File: src/rtl/rob_commit.sv
// In-order retirement buffer: dual-slot allocation from rename, writeback completion, dual in-order commit.
// Optional synchronous flush port is enabled by defining ROB_FLUSH_EN.
module rob_commit #(
    parameter int DEPTH  = 8,
    parameter int PREG_W = 4,
    parameter int TAG_W  = 3
) (
    input  logic              clock,
    input  logic              reset_n,
`ifdef ROB_FLUSH_EN
    input  logic              flush,
`endif
    input  logic              v1,
    input  logic              v2,
    input  logic              hasdst1,
    input  logic              hasdst2,
    input  logic [PREG_W-1:0] oldpr1,
    input  logic [PREG_W-1:0] oldpr2,
    output logic [TAG_W-1:0]  tag1,
    output logic [TAG_W-1:0]  tag2,
    output logic              alloc_stall,
    input  logic              wb_valid,
    input  logic [TAG_W-1:0]  wb_tag,
    output logic [1:0]        cmtcnt,
    output logic              free1_v,
    output logic [PREG_W-1:0] free1_pr,
    output logic              free2_v,
    output logic [PREG_W-1:0] free2_pr,
    output logic              empty
);

    localparam logic [TAG_W-1:0] PTR_ONE     = TAG_W'(1);
    localparam logic [TAG_W:0]   STALL_LEVEL = (TAG_W+1)'(DEPTH - 1);

    logic [DEPTH-1:0]  valid_q;
    logic [DEPTH-1:0]  done_q;
    logic [DEPTH-1:0]  hasdst_q;
    logic [PREG_W-1:0] oldpr_q [DEPTH];

    logic [TAG_W-1:0]  head_q;
    logic [TAG_W-1:0]  tail_q;
    logic [TAG_W:0]    count_q;

    logic [TAG_W-1:0]  head_nx1;
    logic [TAG_W-1:0]  tail_nx1;
    logic              c0;
    logic              c1;
    logic [1:0]        ncmt;
    logic              acc1;
    logic              acc2;
    logic [1:0]        nalloc;
    logic              wb_hit;
    logic              flush_now;

`ifdef ROB_FLUSH_EN
    assign flush_now = flush;
`else
    assign flush_now = 1'b0;
`endif

    // Commit looks only at the registered state, so a writeback never retires on its own edge.
    always_comb begin
        head_nx1    = head_q + PTR_ONE;
        tail_nx1    = tail_q + PTR_ONE;
        c0          = valid_q[head_q] & done_q[head_q];
        c1          = c0 & valid_q[head_nx1] & done_q[head_nx1];
        ncmt        = {1'b0, c0} + {1'b0, c1};
        alloc_stall = (count_q >= STALL_LEVEL);
        acc1        = v1 & ~alloc_stall;
        acc2        = acc1 & v2;
        nalloc      = {1'b0, acc1} + {1'b0, acc2};
        wb_hit      = wb_valid & valid_q[wb_tag];
        empty       = (count_q == '0);
        tag1        = tail_q;
        tag2        = tail_nx1;
    end

    // Allocated slots are always free entries, so they never collide with the retiring ones.
    always_ff @(posedge clock or negedge reset_n) begin
        if (!reset_n) begin
            valid_q  <= '0;
            done_q   <= '0;
            head_q   <= '0;
            tail_q   <= '0;
            count_q  <= '0;
            cmtcnt   <= '0;
            free1_v  <= 1'b0;
            free2_v  <= 1'b0;
            free1_pr <= '0;
            free2_pr <= '0;
        end else if (flush_now) begin
            valid_q  <= '0;
            done_q   <= '0;
            head_q   <= '0;
            tail_q   <= '0;
            count_q  <= '0;
            cmtcnt   <= '0;
            free1_v  <= 1'b0;
            free2_v  <= 1'b0;
        end else begin
            if (wb_hit) begin
                done_q[wb_tag] <= 1'b1;
            end
            if (c0) begin
                valid_q[head_q] <= 1'b0;
                done_q[head_q]  <= 1'b0;
                free1_pr        <= oldpr_q[head_q];
            end
            if (c1) begin
                valid_q[head_nx1] <= 1'b0;
                done_q[head_nx1]  <= 1'b0;
                free2_pr          <= oldpr_q[head_nx1];
            end
            if (acc1) begin
                valid_q[tail_q] <= 1'b1;
                done_q[tail_q]  <= 1'b0;
            end
            if (acc2) begin
                valid_q[tail_nx1] <= 1'b1;
                done_q[tail_nx1]  <= 1'b0;
            end
            head_q  <= head_q + TAG_W'(ncmt);
            tail_q  <= tail_q + TAG_W'(nalloc);
            count_q <= count_q + (TAG_W+1)'(nalloc) - (TAG_W+1)'(ncmt);
            cmtcnt  <= ncmt;
            free1_v <= c0 & hasdst_q[head_q];
            free2_v <= c1 & hasdst_q[head_nx1];
        end
    end

    // Payload needs no reset: it is only read while the matching valid bit is set.
    always_ff @(posedge clock) begin
        if (acc1) begin
            hasdst_q[tail_q] <= hasdst1;
            oldpr_q[tail_q]  <= oldpr1;
        end
        if (acc2) begin
            hasdst_q[tail_nx1] <= hasdst2;
            oldpr_q[tail_nx1]  <= oldpr2;
        end
    end

endmodule
File: config.mk
export PLATFORM = sky130hd
export DESIGN_NAME = rob_commit
export DESIGN_NICKNAME = d
export VERILOG_FILES = /design/src/rtl/rob_commit.sv
export SDC_FILE = /design/constraint.sdc
export NUM_CORES = 1
export LEC_CHECK = 0
export ABC_AREA = 1
export CAP_MARGIN = 20
export CORE_ASPECT_RATIO = 0.75
export CORE_MARGIN = 3
export CORE_UTILIZATION = 30
export DETAILED_ROUTE_END_ITERATION = 7
export PLACE_DENSITY = 0.46
export REMOVE_ABC_BUFFERS = 1
export SLEW_MARGIN = 0
export SYNTH_ARGS = -nofsm -noshare
export SYNTH_HDL_FRONTEND = slang
export SYNTH_SLANG_ARGS = --single-unit
File: constraint.sdc
create_clock -name clock -period 4.5 [get_ports clock]
set_input_delay 0.675 -clock clock [delete_from_list [all_inputs] [get_ports clock]]
set_output_delay 0.675 -clock clock [all_outputs]
set_load 0.02 [all_outputs]
# Word level (Yosys, flattened, before mapping)
# Memories as Yosys holds them, arrays and structs flattened. A register that Yosys moved wholly into a read port is not among the register bits.
# Cells that the tools add are included.
[word_totals]
reg_bits = 38
ram_bits = 32
inputBits = 18
output_inout_bits = 20
elab_cells = 100
mem_count = 1
[classes]
add_sub_neg = 8
order_cmp = 11
n_mux = 41
bitwise = 22
n_reduce_logical = 8
[memory_table]
columns = ["memory", "depth", "word_bits", "read_ports", "rd_ports_with_merged_regs", "wr", "line", "text"]
rows = [
  ["oldpr_q", 8, 4, 2, 2, 2, "38", "logic [PREG_W-1:0] oldpr_q [DEPTH];"],
]
[ops]
columns = ["op", "count"]
rows = [
  ["$mux W8", 11],
  ["$and A8 B8 Y8", 6],
  ["$not A8 Y8", 4],
  ["$or A8 B8 Y8", 3],
  ["$bmux W1 S3", 7],
  ["$lt A3 B4 Y1 const B", 5],
  ["$bwmux W8", 2],
  ["$mux W1", 16],
  ["$demux W1 S3", 5],
  ["$ge A3 B1 Y1 const B", 5],
  ["$and A1 B1 Y1", 8],
  ["$add A3 B1 Y3 const B", 2],
  ["$add A3 B2 Y3", 2],
  ["$logic_and A1 B1 Y1", 5],
  ["$add A1 B1 Y2", 2],
  ["$add A4 B2 Y4", 1],
  ["$ge A4 B3 Y1 const B", 1],
  ["$logic_not A4 Y1", 1],
  ["$sub A4 B2 Y4", 1],
  ["$logic_not A1 Y1", 2],
  ["$not A1 Y1", 1],
]

# Longest topological paths before layout
[depth]
depth_word = 14
mapped_depth = 17

# Worst setup path before layout
# OpenSTA, ideal clock, no wires.
[synth_path]
kind = "register -> register"
startpoint = "reg head_q[1]"
endpoint = "reg count_q[3]"
setup_ns = 0.122
t_arrival_ns = 2.925
setup_slack_ns = 1.452
path_stages_with_launch = 17
n_path_buf = 2
path_cell_list = "dfrtp_1 -> ha_1 -> buf_2 -> inv_1 -> buf_2 -> nand4_1 -> nand2_1 -> inv_2 -> nand3_4 -> inv_2 -> ha_1 -> fa_1 -> inv_1 -> ha_1 -> nand3_1 -> nand2_1 -> xnor2_1"
[synth_via]
elab_chain_cells = 7
elab_cells_between_ends = 14
[synth_lines]
columns = ["item", "line", "text"]
rows = [
  ["start, declared", "40", "logic [TAG_W-1:0] head_q;"],
  ["start signal, assigned", "122", "head_q <= head_q + TAG_W'(ncmt);"],
  ["$add A3 B1 Y3 or $bmux W1 S3 (tied branches)", "63, 65", ""],
  ["$bmux W1 S3 or $mux W1 (tied branches)", "66, 65", ""],
  ["$mux W1 (not written as such) or $and A1 B1 Y1 (tied branches)", "66, 65", ""],
  ["$and A1 B1 Y1 (2 in series)", "66", "c1 = c0 & valid_q[head_nx1] & done_q[head_nx1];"],
  ["$add A1 B1 Y2 *", "67", "ncmt = {1'b0, c0} + {1'b0, c1};"],
  ["named net ncmt[1]", "48", "logic [1:0] ncmt;"],
  ["$sub A4 B2 Y4 *", "124", "count_q <= count_q + (TAG_W+1)'(nalloc) - (TAG_W+1)'(ncmt);"],
  ["end signal, assigned", "124", ""],
  ["end, declared", "42", "logic [TAG_W:0] count_q;"],
]
# The timed path passes the listed nets; every way through them passes the cells marked *. The select of a mux whose other input is x is not followed.

# Final worst setup path
[layout_path]
startpoint = "reg head_q[0]"
endpoint = "reg count_q[2]"
# Same word-level chain as after synthesis.

==> impl_results.md <==
- Synthesized area: 5040 um^2
- Distinct cells, synth: 37
- Layout Cells excl Fill: 927
- Share of layout cells above drive strength 1: approximately 6.6%
- Setup bufs post-CTS: 0
- Final WL: about 15,000 um
- Internal power: 2.23 mW
- Final Hold Fails: 0
- Ys async rst share: approximately half
- Area Growth Syn to Fin: 15.1%
- Core Box Area: roughly 16,000 um^2
- Worst path cell trace: ha_1, inv_1, nand3_1, nand2_2, nand3_4, inv_2, ha_1, ha_1, inv_1, ha_1, inv_1, fa_1, xnor2_1
- Row count: 40
- Type of the tightest min-delay check: input pin to async pin
- Measured slew at the worst slew-check pin: 0.896 ns
- Final Cycle Share: around 77%
- Quantity of hold-fixing buffers added after cts: 0
- Clock power frac: 15.7%
- Cells after DPL: ~910
- Pleak: between 2 and 3 nW
- Mapped Cells: 688
- TritonCTS clock tree: built
- RSZ-0062 raised after global routing: no
- Max Slew Vio Count: 0
- Drt first pass iters: 5
- PwrDens: 778 nW/um^2
- Placement Setup Slack: 1.07 ns
- Wire per inst: 16.3 um
- Initial antenna violation count: 0
- Total Routing Usage GR: between 15 and 20%
- Sw Share: 50.5%
- CP max FO: 19
- Setup_tns: 0 ns
- Rel. slew slack: 40.2%
- Syn_area_per_cell: around 7.3 um^2
- I/O pin count: 38
- Synth Register Bits: 78
- Seq/Total Area, Yosys: 41.1%
- HPWL after DPL: 11,900 um
- Vias in the first global route: 4,171
- Max cap viols: 0
- Iteration-0 DRC Markers: 384
- Initial Utilization: between 30% and 40%
- RD Place Congestion: 0.890
- Total gr overflow: 0
- DRC: 0
- Fin worst setup slack: approximately 1.1 ns
- Tmin final: 3.45 ns
- Die H: 118 um
- Clk slew on worst S/H paths: 0.06 ns
- Die ar.: roughly 18,000 um^2
- Layout Nets: 745
- Clock root cell: clkbuf_16
- Max IR drop VDD: about 0.33 mV
- Num CTS Buffers: 9
- Worst Path Arrival: about 3.7 ns
- Most common cell on crit path: ha_1
- Largest net degree at the start of global routing: 47
- CP endpoint kind: register
- Final Setup Violations: 0
- Final Skew: 0.00929 ns
- I/O Buffers: 37
- Power share of the sequential group: 27.4%
- Crit Path Class: register to register
- # fillers: 1,718
- Vias/cell: 4.97
- Post_cts resized: 0
- Prevailing post-synth register cell: dfrtp_1
- H-tree Lvls: 3
- CTS Sinks: 78
- Status: complete, no violations
- CP Launch Type: register
- Wire length of the first global-routing pass: 23,700 um
- Fmax: 0.290 GHz
- Max Buffers Root-to-Sink: 2
- ANT nets after route: 0
- Sw Pwr: 2.28 mW
- Ant. Diodes: 0
- Crit-path max cell delay: around 0.55 ns
- Clk Latency, worst-skew pair: 0.35 ns
- Comb power frac: 57.0%
- Via count: about 4,600
- Die width: between 150 and 200 um
- Post-synth EDFFs: 32
- Slowest CP cell: dfrtp_2
- CP required: 4.73 ns
- Yosys warning count: 0
critical path, delay by kind of cell (launching register included):
kind / cells / cell delay [ns]
xor gates and xnor gates: 1 / 0.14
adders and majority gates: 5 / 1.57
buffers and inverters: 4 / 0.56
DFF: 1 / 0.55
and+or+nand+nor: 3 / 0.50
layout by cell type (no fill, tap or decap), types with 5 or more instances in the layout:
cell             count
edfxtp_1            32
nand2_1            218
ha_1                11
dfxtp_1              8
a31oi_1              5
dfrtp_1             37
o21ai_0             66
nor3_1              18
inv_1               90
a21oi_1             25
clkdlybuf4s50_1     36
nor2_1              47
nand4_1             12
nand3_1             40
clkbuf_16            9
nand2_2              7
registers in the layout, summed over array words and instances (netlist names):
signal and cells:
free1_pr 4, oldpr_q 32, free1_v 1, free2_v 1, cmtcnt 2, valid_q 8
done_q 8, head_q 3, count_q 4, hasdst_q 8, free2_pr 4, tag1 3
cell usage after synthesis (2+ instances only):
| library cell | count | area, um^2 |
|---|---|---|
| nand3_2 | 2 | 20.0 |
| nand3_1 | 40 | 200 |
| a21oi_1 | 25 | 125 |
| nor2_1 | 47 | 176 |
| a31oi_1 | 5 | 31.3 |
| xnor2_1 | 3 | 26.3 |
| nor4_1 | 4 | 25.0 |
| o211ai_1 | 4 | 30.0 |
| nand4_1 | 12 | 75.1 |
| buf_6 | 5 | 56.3 |
| fa_1 | 4 | 80.1 |
| dfrtp_1 | 38 | 951 |
| a21oi_2 | 2 | 17.5 |
| nand2_1 | 218 | 818 |
| nor3_1 | 18 | 90.1 |
| inv_2 | 4 | 15.0 |
| ha_1 | 11 | 138 |
| nor2_4 | 4 | 45.0 |
| o22ai_1 | 4 | 25.0 |
| buf_2 | 14 | 70.1 |
| edfxtp_1 | 32 | 961 |
| dfxtp_1 | 8 | 160 |
| inv_1 | 90 | 338 |
| o21ai_0 | 66 | 330 |
| clkbuf_1 | 4 | 15.0 |
| nand4_2 | 3 | 37.5 |
| inv_4 | 2 | 12.5 |
| a22o_1 | 4 | 35.0 |
| nand2_2 | 7 | 43.8 |
per-layer routing:
layer	vias to the layer above	global-route usage (%)	share of wire (%)	wire, um
met3	15	4.14	5.9	886
li1	2279	-	-	-
met4	0	4.32	1.3	200
met2	153	24.6	43	6510
met5	-	0	0	0
met1	2156	24.3	50	7530
cell families (layout without fill, tap and decap cells):
| group | count (synthesis) | in the layout | synth area share [%] |
|---|---|---|---|
| AND/OR/NAND/NOR | 358 | 358 | 31.3 |
| buffers and inverters | 122 | 151 | 10.6 |
| AO/OA/AOI/OAI | 111 | 111 | 12.0 |
| flip-flops | 78 | 78 | 41.1 |
| adder cells (fa/ha/maj) | 15 | 15 | 4.32 |
| XOR/XNOR | 4 | 4 | 0.696 |
area by class of cell:
class,instances,area (um^2),area share (%)
clock inverter,7,63.8,1.10
sequential,78,2070,35.7
clock buffer,9,225,3.88
timing repair buffer,38,373,6.43
tap,210,263,4.53
multi-input combinational,488,2430,41.9
inverter,97,370,6.39
path summary, 6_finish.rpt:
path                        startpoint           to  depth (start not counted)  slack, ns
hold / removal                 reset_n   valid_q[2]                          1       0.46
max in group asynchronous      reset_n    head_q[0]                          1       3.43
min in group clock         free1_pr[0]  free1_pr[0]                          2       0.48
setup / recovery             head_q[0]   count_q[2]                         13       1.05
hold reg to reg            free1_pr[0]  free1_pr[0]                          2       0.48
setup reg to reg             head_q[0]   count_q[2]                         13       1.05
power groups by stage:
stage | Combinational (mW) | Sequential, mW | Clock (mW)
floorplan | 1.71 | 1.27 | 0
global placement | 2.54 | 1.24 | 0
detailed placement | 2.56 | 1.25 | 0
CTS | 2.57 | 1.24 | 0.729
global route | 2.88 | 1.27 | 0.758
finish | 2.57 | 1.23 | 0.707
per-stage QoR:
step / power, mW / instance area (um^2) / util, % / hold WS [ns]
after floorplan: 2.98 / 4870 / - / 0.379
after global placement: 3.78 / 5510 / 34.0 / 0.479
after detailed placement: 3.81 / 5510 / 34.0 / 0.474
after CTS: 4.53 / 5800 / 35.8 / 0.489
after global routing: 4.90 / 5800 / 35.8 / 0.506
final: 4.51 / 5800 / 35.8 / 0.457
Power figures use the tool's default switching activity.
